**config.mk**
```make
export PLATFORM = sky130hd
export DESIGN_NAME = decoder_2to4_encoder_flat
export DESIGN_NICKNAME = d
export VERILOG_FILES = /design/src/rtl/decoder_2to4_pkg.sv /design/src/rtl/decoder_2to4_encoder_if.sv /design/src/rtl/priority_enc_4to2.sv /design/src/rtl/decoder_2to4_encoder.sv /design/src/flat_wrapper.sv
export SDC_FILE = /design/constraint.sdc
export NUM_CORES = 1
export LEC_CHECK = 0
export BUFFER_PORTS_ARGS = -buffer_cell sky130_fd_sc_hd__buf_2
export CAP_MARGIN = 20
export CELL_PAD_IN_SITES_DETAIL_PLACEMENT = 0
export CELL_PAD_IN_SITES_GLOBAL_PLACEMENT = 1
export CORE_MARGIN = 10
export CORE_UTILIZATION = 35
export DETAILED_ROUTE_END_ITERATION = 8
export GPL_TIMING_DRIVEN = 0
export PLACE_DENSITY = 0.75
export SLEW_MARGIN = 20
export SYNTH_ARGS = -nofsm -noshare
export SYNTH_HDL_FRONTEND = slang
export SYNTH_SLANG_ARGS = --single-unit
export TNS_END_PERCENT = 50
```
**constraint.sdc**
```tcl
create_clock -name clk -period 1.8 [get_ports clk]
set_input_delay 0.27 -clock clk [delete_from_list [all_inputs] [get_ports clk]]
set_output_delay 0.27 -clock clk [all_outputs]
set_load 0.03 [all_outputs]
```
**src/rtl/decoder_2to4_pkg.sv**
```systemverilog
// Shared types and widths for the 4-to-2 priority encoder block.
// Holds the handshake state enum and the illegal-word predicate.
package decoder_2to4_pkg;

  localparam int CODE_W = 2;
  localparam int REQ_W  = 4;

  typedef enum logic {
    EMPTY = 1'b0,
    FULL  = 1'b1
  } state_t;

  // A word is illegal unless exactly one request bit is set.
  function automatic logic is_illegal(
    input logic any,
    input logic multi
  );
    return !any || multi;
  endfunction

endpackage

```
**src/rtl/decoder_2to4_encoder_if.sv**
```systemverilog
// Request/result bundle between producer, encoder and consumer.
// master drives requests and takes results; slave is the encoder.
interface decoder_2to4_encoder_if #(
  parameter int ERR_CNT_W = 8
);
  import decoder_2to4_pkg::*;

  logic [REQ_W-1:0]     D;
  logic                 in_valid;
  logic                 in_ready;
  logic [CODE_W-1:0]    Y;
  logic                 any;
  logic                 multi;
  logic                 out_valid;
  logic                 out_ready;
  logic [ERR_CNT_W-1:0] err_count;

  modport master (
    output D,
    output in_valid,
    output out_ready,
    input  in_ready,
    input  Y,
    input  any,
    input  multi,
    input  out_valid,
    input  err_count
  );

  modport slave (
    input  D,
    input  in_valid,
    input  out_ready,
    output in_ready,
    output Y,
    output any,
    output multi,
    output out_valid,
    output err_count
  );

endinterface

```
**src/rtl/priority_enc_4to2.sv**
```systemverilog
// Combinational 4-to-2 priority encoder, highest set bit wins.
// Also flags empty and multi-hot request words.
module priority_enc_4to2
  import decoder_2to4_pkg::*;
(
  input  logic [REQ_W-1:0]  d,
  output logic [CODE_W-1:0] y,
  output logic              any,
  output logic              multi
);

  always_comb begin
    y = '0;
    priority case (1'b1)
      d[3]:    y = 2'd3;
      d[2]:    y = 2'd2;
      d[1]:    y = 2'd1;
      default: y = 2'd0;
    endcase
  end

  assign any   = |d;
  // Clearing the lowest set bit leaves something only if two were set.
  assign multi = |(d & (d - 1'b1));

endmodule

```
**src/rtl/decoder_2to4_encoder.sv**
```systemverilog
// Registered inverse of a 2-to-4 decoder with valid/ready handshakes
// and a saturating count of accepted illegal request words.
module decoder_2to4_encoder
  import decoder_2to4_pkg::*;
#(
  parameter int ERR_CNT_W = 8
) (
  input  logic clk,
  input  logic rst_n,
  decoder_2to4_encoder_if.slave bus
);

  logic [CODE_W-1:0]    enc_y;
  logic                 enc_any;
  logic                 enc_multi;

  state_t               state;
  logic [CODE_W-1:0]    y_q;
  logic                 any_q;
  logic                 multi_q;
  logic                 valid_q;
  logic [ERR_CNT_W-1:0] err_q;

  logic                 accept;
  logic                 xfer;

  priority_enc_4to2 u_enc (
    .d     (bus.D),
    .y     (enc_y),
    .any   (enc_any),
    .multi (enc_multi)
  );

  // A full slot frees up in the same cycle the consumer takes it.
  assign bus.in_ready = rst_n &&
                        (state == EMPTY || bus.out_ready);
  assign accept = bus.in_valid && bus.in_ready;
  assign xfer   = valid_q && bus.out_ready;

  always_ff @(posedge clk) begin
    if (!rst_n) begin
      state   <= EMPTY;
      valid_q <= 1'b0;
      y_q     <= '0;
      any_q   <= 1'b0;
      multi_q <= 1'b0;
      err_q   <= '0;
    end else begin
      unique case (state)
        EMPTY: begin
          if (accept) begin
            state   <= FULL;
            valid_q <= 1'b1;
            y_q     <= enc_y;
            any_q   <= enc_any;
            multi_q <= enc_multi;
          end
        end
        FULL: begin
          if (accept) begin
            y_q     <= enc_y;
            any_q   <= enc_any;
            multi_q <= enc_multi;
          end else if (xfer) begin
            state   <= EMPTY;
            valid_q <= 1'b0;
          end
        end
      endcase

      if (accept && is_illegal(enc_any, enc_multi) &&
          err_q != '1) begin
        err_q <= err_q + 1'b1;
      end
    end
  end

  assign bus.Y         = y_q;
  assign bus.any       = any_q;
  assign bus.multi     = multi_q;
  assign bus.out_valid = valid_q;
  assign bus.err_count = err_q;

endmodule

```
**src/flat_wrapper.sv**
```systemverilog
// flat-port wrapper written by rule: the top's interface ports become plain ports
module decoder_2to4_encoder_flat import decoder_2to4_pkg::*;
#(
  parameter int ERR_CNT_W = 8
)
  (clk, rst_n, bus_D, bus_in_valid, bus_out_ready, bus_in_ready, bus_Y, bus_any, bus_multi, bus_out_valid, bus_err_count);
  decoder_2to4_encoder_if #(.ERR_CNT_W(ERR_CNT_W)) bus_i ();
  input  logic clk;
  input  logic rst_n;
  input wire logic [$bits(bus_i.D)-1:0] bus_D;
  input wire logic [$bits(bus_i.in_valid)-1:0] bus_in_valid;
  input wire logic [$bits(bus_i.out_ready)-1:0] bus_out_ready;
  output wire logic [$bits(bus_i.in_ready)-1:0] bus_in_ready;
  output wire logic [$bits(bus_i.Y)-1:0] bus_Y;
  output wire logic [$bits(bus_i.any)-1:0] bus_any;
  output wire logic [$bits(bus_i.multi)-1:0] bus_multi;
  output wire logic [$bits(bus_i.out_valid)-1:0] bus_out_valid;
  output wire logic [$bits(bus_i.err_count)-1:0] bus_err_count;
  assign bus_i.D = bus_D;
  assign bus_i.in_valid = bus_in_valid;
  assign bus_i.out_ready = bus_out_ready;
  assign bus_in_ready = bus_i.in_ready;
  assign bus_Y = bus_i.Y;
  assign bus_any = bus_i.any;
  assign bus_multi = bus_i.multi;
  assign bus_out_valid = bus_i.out_valid;
  assign bus_err_count = bus_i.err_count;
  decoder_2to4_encoder #(.ERR_CNT_W(ERR_CNT_W)) u_core (.clk(clk), .rst_n(rst_n), .bus(bus_i));
endmodule
```
# == Word level (Yosys, flattened, before mapping) ==
# Cells that the tools add are included.
# Widths: inputs -> output; s select.
# totals
reg_bits,14
latchBits,0
mem_bits_rw,0
rom_bits,0
output_inout_bits,14
n_memories,0
# classes
add_sub_neg,2
mul,0
div_mod_pow,0
n_lt_le_gt_ge,0
n_eq_ne,4
shifts,0
mux,14
bitwise,2
reduce_logical,11
# op_table
cell,n
$mux 1,9
$add 8x1->8 const B,1
$ne 8x8->1 const B,1
$reduce_or 4->1,2
$mux 2,3
$logic_and 1x1->1,5
$and 4x4->4,1
$ne 2x2->1 const B,2
$pmux 1 s2,2
$sub 4x1->4 const B,1
$reduce_and 3->1,1
$logic_or 1x1->1,2
$ne 2x1->1 const B,1
$logic_not 1->1,1
$not 1->1,1

# == Logic depth before layout (Yosys ltp) ==
# depth
ltp_word,6
mapped_depth,6
mapped_depth_nobuf,5

# == Hierarchy ==
# A second synthesis with hierarchy kept.
# hier_totals
hier_cells,83
hier_area_um2,733.2
# by_module_without_submodules
mod,instances,cells_each,area_per_inst_um2,seq_area_each_um2
decoder_2to4_encoder,1,76,688.2,280.3
priority_enc_4to2,1,7,45.0,0.0

# == Worst setup path after synthesis ==
# OpenSTA, ideal clock, no wires.
# synth_path
path_kind,input -> register
startpoint,in bus_D[3]
endpoint,reg u_core.err_q[0] (netlist: u_core.bus.err_count[0])
setup_ns,0.072
t_arrival_ns,1.546
t_required_ns,1.728
setup_slack_ns,0.182
stages,6
n_path_buf,2
cell_sequence,buf_6 > xor2_1 > a211o_1 > buf_6 > or4_1 > a21oi_1
# synth_between
elab_chain_cells,6
word_cells_on_any_way,8
classes_between,1 x add/sub; 1 x bitwise; 6 x reduce/logical
# synth_rtl
element,line,text
from (decl),flat_wrapper.sv:10,input wire logic [$bits(bus_i.D)-1:0] bus_D;
$sub 4x1->4,priority_enc_4to2.sv:24,assign multi = |(d & (d - 1'b1));
$and 4x4->4,priority_enc_4to2.sv:24,
$reduce_or 4->1,priority_enc_4to2.sv:24,
$logic_or 1x1->1 *,decoder_2to4_pkg.sv:18,return !any || multi;
$logic_and 1x1->1 * (2 in series),decoder_2to4_encoder.sv:71,"if (accept && is_illegal(enc_any, enc_multi) &&"
to (signal assigned),decoder_2to4_encoder.sv:73,err_q <= err_q + 1'b1;
to (decl),decoder_2to4_encoder.sv:22,logic [ERR_CNT_W-1:0] err_q;
# Mark *: on every way between the ends. The rest lies on a longest branch, timed or not.
# A chain may end at the register's enable or synchronous reset.

# == Worst setup path in the final report ==
# layout_path
startpoint,reg u_core.err_q[0] (netlist: u_core.bus.err_count[0])
endpoint,reg u_core.err_q[3] (netlist: u_core.bus.err_count[3])
# layout_between
elab_chain_cells,2
word_cells_on_any_way,3
classes_between,1 x add/sub; 1 x eq/ne; 1 x reduce/logical
# layout_rtl
element
branches (longest 2 deep; another with $add 8x1->8)
# Parallel ways; which one is timed is not known.

==> summary by stage <==
Setup path
In this run the critical register-to-register path is captured at u_core.bus.err_count[3]. The slowest stage of the critical path belongs to the cell sky130_fd_sc_hd__or4_1. The startpoint type of the worst setup path is a flip-flop.

The worst endpoint required time is between 2 and 2.5 ns. The top cell family by delay on the critical path is simple AND/OR/NAND/NOR gates. For flop-to-flop paths, the worst setup slack is roughly 0.24 ns. The worst stage delay on the critical path is approximately 0.44 ns. The cell count of the worst reg-to-reg path is 5. The peak fanout along the critical path is 5. The data arrival at the endpoint of the critical path is approximately 1.8 ns. Together, buffers and inverters on the worst path number 0. The startpoint of the worst register-to-register path is u_core.bus.err_count[0]. Traced cell by cell, the critical path runs through ha_1, nand3_1, o2111ai_1, or4_1, a21oi_1. The critical setup path kind is flip-flop to flip-flop.

STA classifies the critical path endpoint as a flip-flop.

Timing
At the pin with the least slew margin, the transition time is between 0.4 and 0.5 ns. The final number of max-transition violations came to 0. The achievable clock frequency is 0.642 GHz. Setup repair after global routing left no endpoint under its margin. Dividing the final minimum period by the clock period gives 0.865. The shortest period the worst path allows is about 1.6 ns. Setup total negative slack on the finished layout was measured at 0 ns.

Measured against its own limit, the worst slew margin works out to 0.702. Setup violations remaining at the end of the flow were counted as 0. The final hold violation count was 0. Clock skew on the completed layout was measured at approximately 0.0074 ns.

Placed design
Input and output buffers added on the ports amount to 19. The weighted congestion reported at the end of routability-driven placement is ~0.75. Once detailed placement completed, the half-perimeter wirelength came to between 1000 and 1500 um. The placed instances occupy a cell area of slightly below 900 um^2.

Yosys
The post-synthesis net count is a little under 100. The register bit count reported by yosys is 14. Of all flip-flops after synthesis, the portion carrying an async set or reset was 0. The synthesized area per cell is around 8.5 um^2. The share of the yosys chip area belonging to registers is 0.376. Of the post-synthesis cell area, the dominant cell type holds 0.376.

In the post-synthesis netlist, the biggest area contributors are sky130_fd_sc_hd__dfxtp_1 (38%), sky130_fd_sc_hd__mux2i_1 (5.4%), sky130_fd_sc_hd__nand2_1 (4.5%), sky130_fd_sc_hd__nor4_1 (4.2%), sky130_fd_sc_hd__a21oi_1 (4.0%). The count of unique library cells instantiated by Yosys is 32. The number of synthesized flops with an enable pin is 0. After technology mapping, the gate count stands at approximately 90. The Yosys step of the flow raised 0 warnings.

The mapped netlist covers about 740 um^2. The cell type with the largest total area after synthesis is sky130_fd_sc_hd__dfxtp_1. The most used flip-flop cell after synthesis is sky130_fd_sc_hd__dfxtp_1.

Power and ir drop
IR analysis of the VDD net gives a maximum drop of 509 uV. The power per unit of standard cell area is roughly 740 nW/um^2. Summed over all cells, the static leakage comes to around 0.36 nW.

Cells and area
From synthesis to final layout, the design area changed by 22.2%. The number of antenna diodes in the final layout is 0. The core occupancy in the finished layout is 0.454.

The register area is between 200 and 300 um^2. The multi-input combinational cell area is approximately 420 um^2. The commonest non-fill, non-tap cell in the layout is sky130_fd_sc_hd__buf_2. At the end of the flow, the number of nets in the layout was 121.

The finished cells cover 910 um^2. Leaving out fill and tap cells, the most frequent cells in the layout are sky130_fd_sc_hd__buf_2 (19), sky130_fd_sc_hd__dfxtp_1 (14), sky130_fd_sc_hd__nand2_1 (9), sky130_fd_sc_hd__nor2_1 (7), sky130_fd_sc_hd__a21oi_1 (6). In the final layout, the share of cells above drive strength 1 is 0.243. Counting the fill cells in the layout gives around 220.

Floorplanning
In this run the core area contains 16 standard-cell rows. The core region is approximately 2000 um^2. The floorplan step set the die height to roughly 66 um. The floorplan step defined a die boundary enclosing ~4400 um^2. For this configuration, the core starts out at a cell density of 0.372. The die is ~66 um wide. The number of top-level pins is 22.

GRT
The initial antenna violation count is 0. Entering global routing, the biggest net connects 11 pins. The global-route total usage across every layer is 0.0859. The total grt overflow is 0.

The global-route wire length before repair is ~3000 um. The number of global-route vias before repair is a little under 700.

Clock network
The number of clock buffers added by TritonCTS is 3. At the later pin of the worst-skew pair, clock insertion delay measures around 0.29 ns. The deepest clock path buffer count is 2. The number of gates given a new drive strength after cts is 0. In this run the number of H-tree levels came out at 1. The total setup buffers inserted after CTS is 0. TritonCTS built the clock tree. The tree is rooted in a sky130_fd_sc_hd__clkbuf_4. Clock tree synthesis found a total of 14 sinks. The number of buffers inserted for hold repair after clock tree synthesis is 0.

The clock-pin transition on the worst setup and hold timing paths is approximately 0.09 ns.

Detailed routing
The DRC violation total after the first TritonRoute iteration is 14. The final route contains just over 700 vias. The aggregate routed wire length is around 1900 um. The post-detailed-route count of antenna-violating nets is 0. After detailed routing, the average wire length per cell comes to ~13 um. The DRC violations left is 0.

The average via count per standard cell is between 5 and 6. The number of iterations in the first detailed-routing pass is 4.

Hold path
For hold timing, the worst endpoint is u_core.state. The min-delay analysis places its worst path in the category input pin to flip-flop. Counting instances, the worst hold path has a depth of 3. The worst min-delay path startpoint is bus_in_valid.

Job
The count of max-cap constraint violations is 0.

Outcome
The flow ran to the end, and the final reports show no timing, DRC or antenna violations.
per-stage QoR:
step / instances / hold WS [ns] / total power, mW / setup slack [ns]
6_report: 138 / 0.239 / 0.675 / 0.243
5_1_grt: 138 / 0.250 / 0.712 / 0.129
4_1_cts: 138 / 0.225 / 0.689 / 0.243
3_5_place_dp: 134 / 0.448 / 0.451 / 0.0957
3_3_place_gp: 134 / 0.439 / 0.449 / 0.130
2_1_floorplan: 88 / 0.387 / 0.415 / 0.182
worst reg2reg max path, delay by kind of cell (launching register included):
family          cells  cell delay [ns]
flops               1             0.36
compound gates      2             0.34
fa+ha+maj           1             0.25
simple gates        2             0.55
kinds of logic after synthesis:
logic type / Yosys count / synth area share
AO/OA/AOI/OAI: 18 / 0.165
XOR/XNOR: 1 / 0.0118
adder cells (fa/ha/maj): 2 / 0.0302
buffers and inverters: 8 / 0.0622
flip-flops: 14 / 0.376
multiplexers: 4 / 0.0538
AND/OR/NAND/NOR: 41 / 0.301
state kept, by name, summed over array words and instances (netlist names):
signal	flops
u_core.bus.err_count	8
u_core.bus.Y	2
u_core.bus.any	1
u_core.bus.multi	1
u_core.bus.out_valid	1
u_core.state	1
report_power, final:
| part | internal [mW] | switching (mW) | total [mW] | leakage (nW) |
|---|---|---|---|---|
| registers | 0.321 | 0.00788 | 0.329 | 0.114 |
| logic | 0.0403 | 0.0723 | 0.113 | 0.222 |
| clock network | 0.123 | 0.110 | 0.234 | 0.0210 |
| total | 0.485 | 0.190 | 0.675 | 0.357 |
cells in the mapped netlist, types with 2 or more instances:
| cell type | n |
|---|---|
| sky130_fd_sc_hd__nor2_1 | 7 |
| sky130_fd_sc_hd__and2_1 | 3 |
| sky130_fd_sc_hd__a211oi_1 | 4 |
| sky130_fd_sc_hd__nand4_1 | 2 |
| sky130_fd_sc_hd__dfxtp_1 | 14 |
| sky130_fd_sc_hd__inv_1 | 2 |
| sky130_fd_sc_hd__a21oi_1 | 6 |
| sky130_fd_sc_hd__clkbuf_1 | 2 |
| sky130_fd_sc_hd__nor4b_1 | 2 |
| sky130_fd_sc_hd__nand2_1 | 9 |
| sky130_fd_sc_hd__nand2b_1 | 2 |
| sky130_fd_sc_hd__mux2i_1 | 4 |
| sky130_fd_sc_hd__nor4_1 | 5 |
| sky130_fd_sc_hd__o31ai_1 | 3 |
| sky130_fd_sc_hd__nor3_1 | 3 |
| sky130_fd_sc_hd__buf_6 | 2 |
| sky130_fd_sc_hd__or4_1 | 2 |
| sky130_fd_sc_hd__nand3_1 | 2 |
area by class of cell:
class | count | share of cell area
well taps | 27 | 0.0371
multi-input cells | 66 | 0.459
repair buffers | 19 | 0.105
plain buffers | 5 | 0.0385
flip-flops and latches | 14 | 0.308
inverters | 3 | 0.0124
clock buffers | 4 | 0.0399
worst max-delay path by stage:
| stage | startpoint | endpoint | slack, ns | cells past startpoint |
|---|---|---|---|---|
| final | u_core.bus.err_count[0] | u_core.bus.err_count[3] | 0.24 | 5 |
| after floorplan | bus_D[3] | u_core.bus.err_count[0] | 0.18 | 6 |
| after detailed placement | bus_D[1] | u_core.bus.err_count[0] | 0.1 | 6 |
| after global placement | bus_D[1] | u_core.bus.err_count[0] | 0.13 | 6 |
| after CTS | u_core.bus.err_count[0] | u_core.bus.err_count[3] | 0.24 | 5 |
| after global routing | u_core.bus.err_count[0] | u_core.bus.err_count[3] | 0.13 | 5 |
routing by layer:
metal	routed length, um	share of wire	up-vias	global-route usage
met5	0	0	-	0
met4	6	0.0032	0	0.0157
met3	111	0.060	2	0.0441
met2	870	0.47	12	0.133
met1	867	0.47	336	0.104
li1	-	-	376	-
(Power assumes the default switching activity.)
